**config.mk**
```make
export PLATFORM = sky130hd
export DESIGN_NAME = if_stage
export DESIGN_NICKNAME = d
export VERILOG_FILES = /design/src/rtl/if_stage_pkg.sv /design/src/rtl/if_fifo.sv /design/src/rtl/if_stage.sv
export SDC_FILE = /design/constraint.sdc
export NUM_CORES = 1
export LEC_CHECK = 0
export BUFFER_PORTS_ARGS = -buffer_cell sky130_fd_sc_hd__buf_4
export CELL_PAD_IN_SITES_DETAIL_PLACEMENT = 0
export CELL_PAD_IN_SITES_GLOBAL_PLACEMENT = 2
export CORE_MARGIN = 2
export CORE_UTILIZATION = 33
export CTS_CLUSTER_DIAMETER = 80
export DETAILED_ROUTE_END_ITERATION = 8
export GPL_TIMING_DRIVEN = 0
export PLACE_DENSITY_LB_ADDON = 0.1
export SETUP_SLACK_MARGIN = 0.1
export SLEW_MARGIN = 5
export SYNTH_ARGS = -nofsm -noshare
export SYNTH_HDL_FRONTEND = slang
export SYNTH_SLANG_ARGS = --single-unit
```
**constraint.sdc**
```tcl
create_clock -name clk -period 1.93 [get_ports clk]
set_input_delay 0.2895 -clock clk [delete_from_list [all_inputs] [get_ports clk]]
set_output_delay 0.2895 -clock clk [all_outputs]
set_load 0.05 [all_outputs]
```
**src/rtl/if_stage_pkg.sv**
```systemverilog
// if_stage_pkg
//   Shared definitions for the instruction fetch stage: default widths,
//   the 2-bit opcode encodings carried in the top of each instruction
//   word, and the fetch FSM state type.
package if_stage_pkg;

  localparam int DEF_PC_W    = 8;
  localparam int DEF_INSTR_W = 16;

  localparam logic [1:0] OP_R    = 2'b00;
  localparam logic [1:0] OP_ADDI = 2'b01;
  localparam logic [1:0] OP_LW   = 2'b10;
  localparam logic [1:0] OP_SW   = 2'b11;

  typedef enum logic [1:0] {
    S_IDLE = 2'd0,
    S_REQ  = 2'd1,
    S_WAIT = 2'd2
  } fetch_state_e;

endpackage

```
**src/rtl/if_fifo.sv**
```systemverilog
// if_fifo
//   Two-entry FIFO of {instruction, pc} pairs between the fetch logic and
//   decode. A flush empties it and takes priority over a same-cycle
//   push or pop. Head outputs read as zero while the FIFO is empty.
// Ports:
//   clk, rst_n             clock, asynchronous active-low reset
//   flush                  discard all entries
//   push, push_instr/pc    write one entry
//   pop                    remove the head entry
//   count, valid           occupancy (0..2), non-empty flag
//   head_instr, head_pc    oldest entry
module if_fifo
  import if_stage_pkg::*;
#(
  parameter int PC_W    = DEF_PC_W,
  parameter int INSTR_W = DEF_INSTR_W
) (
  input  logic               clk,
  input  logic               rst_n,
  input  logic               flush,
  input  logic               push,
  input  logic [INSTR_W-1:0] push_instr,
  input  logic [PC_W-1:0]    push_pc,
  input  logic               pop,
  output logic [1:0]         count,
  output logic               valid,
  output logic [INSTR_W-1:0] head_instr,
  output logic [PC_W-1:0]    head_pc
);

  logic [INSTR_W-1:0] instr_q [2];
  logic [INSTR_W-1:0] instr_d [2];
  logic [PC_W-1:0]    pc_q    [2];
  logic [PC_W-1:0]    pc_d    [2];
  logic               wr_q, wr_d;
  logic               rd_q, rd_d;
  logic [1:0]         count_q, count_d;
  logic               do_push, do_pop;

  // Guards keep the pointers consistent even if a caller pushes into a
  // full FIFO or pops an empty one.
  always_comb begin
    do_push = push && (count_q != 2'd2);
    do_pop  = pop && (count_q != 2'd0);
    instr_d = instr_q;
    pc_d    = pc_q;
    wr_d    = wr_q;
    rd_d    = rd_q;
    count_d = count_q;
    if (flush) begin
      wr_d    = 1'b0;
      rd_d    = 1'b0;
      count_d = 2'd0;
    end else begin
      if (do_push) begin
        instr_d[wr_q] = push_instr;
        pc_d[wr_q]    = push_pc;
        wr_d          = ~wr_q;
      end
      if (do_pop) begin
        rd_d = ~rd_q;
      end
      if (do_push && !do_pop) begin
        count_d = count_q + 2'd1;
      end else if (!do_push && do_pop) begin
        count_d = count_q - 2'd1;
      end
    end
  end

  always_ff @(posedge clk or negedge rst_n) begin
    if (!rst_n) begin
      for (int i = 0; i < 2; i++) begin
        instr_q[i] <= '0;
        pc_q[i]    <= '0;
      end
      wr_q    <= 1'b0;
      rd_q    <= 1'b0;
      count_q <= 2'd0;
    end else begin
      instr_q <= instr_d;
      pc_q    <= pc_d;
      wr_q    <= wr_d;
      rd_q    <= rd_d;
      count_q <= count_d;
    end
  end

  assign count      = count_q;
  assign valid      = (count_q != 2'd0);
  assign head_instr = valid ? instr_q[rd_q] : '0;
  assign head_pc    = valid ? pc_q[rd_q] : '0;

endmodule

```
**src/rtl/if_stage.sv**
```systemverilog
// if_stage
//   Instruction fetch stage. Issues one memory read at a time, buffers
//   up to two fetched instructions for decode, and handles redirects by
//   flushing the buffer and discarding the in-flight response.
// Ports:
//   clk, rst_n                         clock, asynchronous active-low reset
//   imem_req/addr, imem_gnt            request handshake to instruction memory
//   imem_rvalid, imem_rdata            read response
//   redirect_valid, redirect_pc        branch/jump redirect
//   id_valid/ready, id_instr/pc/opcode instruction handed to decode
module if_stage
  import if_stage_pkg::*;
#(
  parameter int              PC_W     = DEF_PC_W,
  parameter int              INSTR_W  = DEF_INSTR_W,
  parameter logic [PC_W-1:0] RESET_PC = '0
) (
  input  logic               clk,
  input  logic               rst_n,
  output logic               imem_req,
  output logic [PC_W-1:0]    imem_addr,
  input  logic               imem_gnt,
  input  logic               imem_rvalid,
  input  logic [INSTR_W-1:0] imem_rdata,
  input  logic               redirect_valid,
  input  logic [PC_W-1:0]    redirect_pc,
  output logic               id_valid,
  input  logic               id_ready,
  output logic [INSTR_W-1:0] id_instr,
  output logic [PC_W-1:0]    id_pc,
  output logic [1:0]         id_opcode
);

  fetch_state_e    state_q, state_d;
  logic [PC_W-1:0] pc_q, pc_d;
  logic [PC_W-1:0] addr_q, addr_d;
  logic            drop_q, drop_d;

  logic            fifo_push, fifo_pop, fifo_flush;
  logic [1:0]      fifo_count, count_after;

  // pc_q is the next address to fetch; addr_q is the address of the
  // request currently held or awaiting its response. Keeping them apart
  // lets a redirect retarget pc_q while a stalled request stays stable.
  always_comb begin
    state_d    = state_q;
    pc_d       = pc_q;
    addr_d     = addr_q;
    drop_d     = drop_q;
    fifo_flush = redirect_valid;
    fifo_pop   = id_valid && id_ready && !redirect_valid;
    fifo_push  = (state_q == S_WAIT) && imem_rvalid && !drop_q && !redirect_valid;

    count_after = fifo_count;
    if (fifo_push) count_after = count_after + 2'd1;
    if (fifo_pop)  count_after = count_after - 2'd1;
    if (redirect_valid) count_after = 2'd0;

    case (state_q)
      S_IDLE: begin
        if ((fifo_count < 2'd2) || redirect_valid) state_d = S_REQ;
      end
      S_REQ: begin
        // A granted request that was already marked dropped must not
        // advance the redirect target held in pc_q.
        if (redirect_valid) drop_d = 1'b1;
        if (imem_gnt) begin
          state_d = S_WAIT;
          if (!drop_q) pc_d = pc_q + 1'b1;
        end
      end
      S_WAIT: begin
        // A redirect coinciding with the response simply discards it;
        // no drop flag is needed since nothing else is outstanding.
        if (imem_rvalid) begin
          drop_d  = 1'b0;
          state_d = (count_after < 2'd2) ? S_REQ : S_IDLE;
        end else if (redirect_valid) begin
          drop_d = 1'b1;
        end
      end
      default: state_d = S_IDLE;
    endcase

    if (redirect_valid) pc_d = redirect_pc;
    if ((state_d == S_REQ) && (state_q != S_REQ)) addr_d = pc_d;
  end

  always_ff @(posedge clk or negedge rst_n) begin
    if (!rst_n) begin
      state_q <= S_IDLE;
      pc_q    <= RESET_PC;
      addr_q  <= RESET_PC;
      drop_q  <= 1'b0;
    end else begin
      state_q <= state_d;
      pc_q    <= pc_d;
      addr_q  <= addr_d;
      drop_q  <= drop_d;
    end
  end

  if_fifo #(
    .PC_W    (PC_W),
    .INSTR_W (INSTR_W)
  ) u_fifo (
    .clk        (clk),
    .rst_n      (rst_n),
    .flush      (fifo_flush),
    .push       (fifo_push),
    .push_instr (imem_rdata),
    .push_pc    (addr_q),
    .pop        (fifo_pop),
    .count      (fifo_count),
    .valid      (id_valid),
    .head_instr (id_instr),
    .head_pc    (id_pc)
  );

  assign imem_req  = (state_q == S_REQ);
  assign imem_addr = addr_q;
  assign id_opcode = id_instr[INSTR_W-1 -: 2];

endmodule
```
==> results.toml <==
[status]
status = "finished, violations left"
violations = "setup timing"

[sta]
slew_viol_final = 0
fin_skew_ns = 0.01559
period_minus_slack_ns = 1.975
post-route-period-util_pct = 102.3
setup_violations = 9
postLayoutSetupSlackWorst_ns = -0.04459
max_freq_mhz = 506.4
slew_headroom_pct = 38.57
finalSetupTns_ns = -0.1662
tightest_slew_ns = 0.9215
rsz0062_at_grt = "true"
hold_viol_final = 0

[grt]
overflow = 0
antenna_found_initial = 0
grt_pass1_vias = 2499
grt_max_degree = 72
grt_pass1_wl_microns = 12810
grt_usage_pct = 14.88

[place]
io_buffers = 65
post-dp-hpwl_microns = 5182
placed_area_sq_mm = 0.004178
dp_worst_setup_slack_ns = -0.1902
place_congestion = 0.7459
placedCellCount = 480

[pwr]
p_total_mw = 6.417
p_int_mw = 3.955
swShare_pct = 38.37
pwr-share-comb_pct = 48.8
clkPwrFrac_pct = 18.6
ir_drop_mv = 0.5808
power_density_mw_per_mm2 = 1236
p_seq_share_pct = 32.6
p_sw_mw = 2.462
leakage_nw = 2.341

[clock_tree]
cts_root_buffer = "clkbuf_8"
numCtsBuffers = 9
htreeDepth = 3
cts.sinks = 71
clk_latency_ns = 0.34
cts_tree = "yes"
cts_max_path_buffers = 2
cts.reportedPaths.clkPinSlew_ns = 0.07

[route]
num_vias = 2398
via_per_inst = 4.550
postRouteAntennaNets = 0
drc = 0
firstDrtPassIters = 4
drt_wl_total_microns = 8081
drtIter0Drc = 46
wl_per_cell_microns = 15.33

[yosys]
ys_ff_latch = 71
synth.area.top_cells = "dfrtp_1, mux2_2, mux2i_1, nor2_1, ha_1"
synthCells = 279
syn_area_sq_mm = 0.003415
yosysMostFrequentCell = "dfrtp_1"
synth_nets = 316
async_flop_share_pct = 100.0
synth_area_leader_cell = "dfrtp_1"
ys.flop_type = "dfrtp_1"
synth_commonest_cells = "dfrtp_1, mux2_2, nor2_1, mux2i_1, nand2_1"
yosysUniqueCellTypes = 31
yosysTopAreaCellShare_pct = 52.03
yosysWarnings = 0
synth_edf_count = 0
syn_area_per_cell_sq_um = 12.24
yosysSeqAreaShare_pct = 52.03

[setup_path]
cp_max_fo = 6
path_class = "flop to output pin"
rr_startpoint = "state_q[1]"
worstPathRequired_ns = 1.64
reg2reg_slack_ns = -0.02
r2r_end = "imem_addr[7]"
cp.arrival_ns = 1.69
r2r_cells = 7
crit_path_end_kind = "output pin"
start_kind = "flop"

[final_layout]
nets = 424
diodes = 0
syn_to_final_growth_pct = 52.00
stdcell_count = 527
stdcell_area_sq_mm = 0.005190
n_fill_cell = 909
drive_gt1_share_pct = 58.31

[floorplanning]
ioPinCount = 66
die-area_sq_mm = 0.01118
placementRows = 37
core_area_sq_mm = 0.01018
start_util_pct = 33.53
die_x_microns = 105.7
die_h_microns = 105.7

[job]
max_cap_violations = 0

[worst_hold_path]
holdCritPathClass = "primary input to asynchronous set/reset pin"
==> layout make-up <==
type / count / area [sq um] / share of cell area (%)
Multi-Input combinational cell: 187 / 1876 / 36.14
Sequential cell: 71 / 1782 / 34.33
Timing Repair Buffer: 98 / 955.9 / 18.42
Buffer: 14 / 182.7 / 3.520
Tap cell: 136 / 170.2 / 3.279
Clock buffer: 10 / 137.6 / 2.652
Clock inverter: 5 / 58.81 / 1.133
Inverter: 6 / 27.53 / 0.5304
==> layer usage <==
metal,vias up,part of all wire (%),track usage (%)
li1,1188,-,-
met1,1155,46,19.60
met2,48,49,24.29
met3,7,3.5,3.216
met4,0,1.1,5.075
met5,-,0,0
==> registers in the layout, summed over array words and instances (netlist names) <==
register / flops
u_fifo.instr_q: 32
state_q: 2
u_fifo.rd_q: 1
drop_q: 1
u_fifo.pc_q: 16
u_fifo.count: 2
imem_addr: 8
u_fifo.wr_q: 1
pc_q: 8
==> cells by family (layout without fill, tap and decap cells) <==
| family | Yosys count | count (layout) | synth area share [%] |
|---|---|---|---|
| flip-flops | 71 | 71 | 52.03 |
| buffers and inverters | 21 | 133 | 2.821 |
| AO/OA/AOI/OAI | 21 | 21 | 3.628 |
| adder cells (fa/ha/maj) | 7 | 7 | 2.565 |
| XOR/XNOR | 11 | 11 | 2.821 |
| AND/OR/NAND/NOR | 63 | 63 | 9.124 |
| multiplexers | 85 | 85 | 27.01 |
==> critical path: stages (launching register included) <==
cell	delay, ns
dfrtp_2	0.38
inv_2	0.06
ha_4	0.16
buf_8	0.13
buf_12	0.13
buf_6	0.11
nor2_4	0.14
buf_6	0.11
buf_8	0.13
==> cell usage in the layout (no fill, tap or decap), drive strengths merged, types with 2 or more instances in the layout <==
master,instances
nand3b,2
mux2,57
nand2,17
clkinv,3
dfrtp,71
o21ai,12
ha,7
buf,107
xnor2,7
clkbuf,15
mux2i,28
nor2,33
inv,5
xor2,4
nand2b,3
nand4,2
nor3,2
a21oi,4
clkinvlp,2
==> how the worst max path moves through the flow <==
stage / startpoint / to
CTS: state_q[1] / imem_addr[7]
detailed placement: u_fifo.count[1] / id_opcode[0]
global route: u_fifo.count[0] / id_opcode[1]
finish: u_fifo.count[1] / id_opcode[1]
floorplan: u_fifo.rd_q / id_opcode[0]
global placement: u_fifo.count[0] / id_opcode[0]
==> metrics by stage <==
stage | hold WS (ns) | util (%)
floorplan | -0.006091 | -
global placement | 0.4684 | 41.02
detailed placement | 0.4783 | 41.02
CTS | 0.1135 | 47.94
global route | 0.1227 | 50.96
finish | 0.06969 | 50.96
==> what timing repair did <==
item	4_1_cts	5_1_grt
gates cloned	1	3
setup endpoints to repair	77	81
setup buffers	22	7
gates resized for setup	88	53
hold buffers	0	0
pin swaps	9	25
==> power groups by stage <==
stage	Combinational [mW]	Clock (mW)	Sequential (mW)
final	3.13	1.19	2.09
after global routing	3.34	1.30	2.15
after CTS	2.82	1.23	2.09
after detailed placement	2.32	0	2.13
after global placement	2.30	0	2.12
after floorplan	1.50	0	2.33
Power figures use the tool's default switching activity.
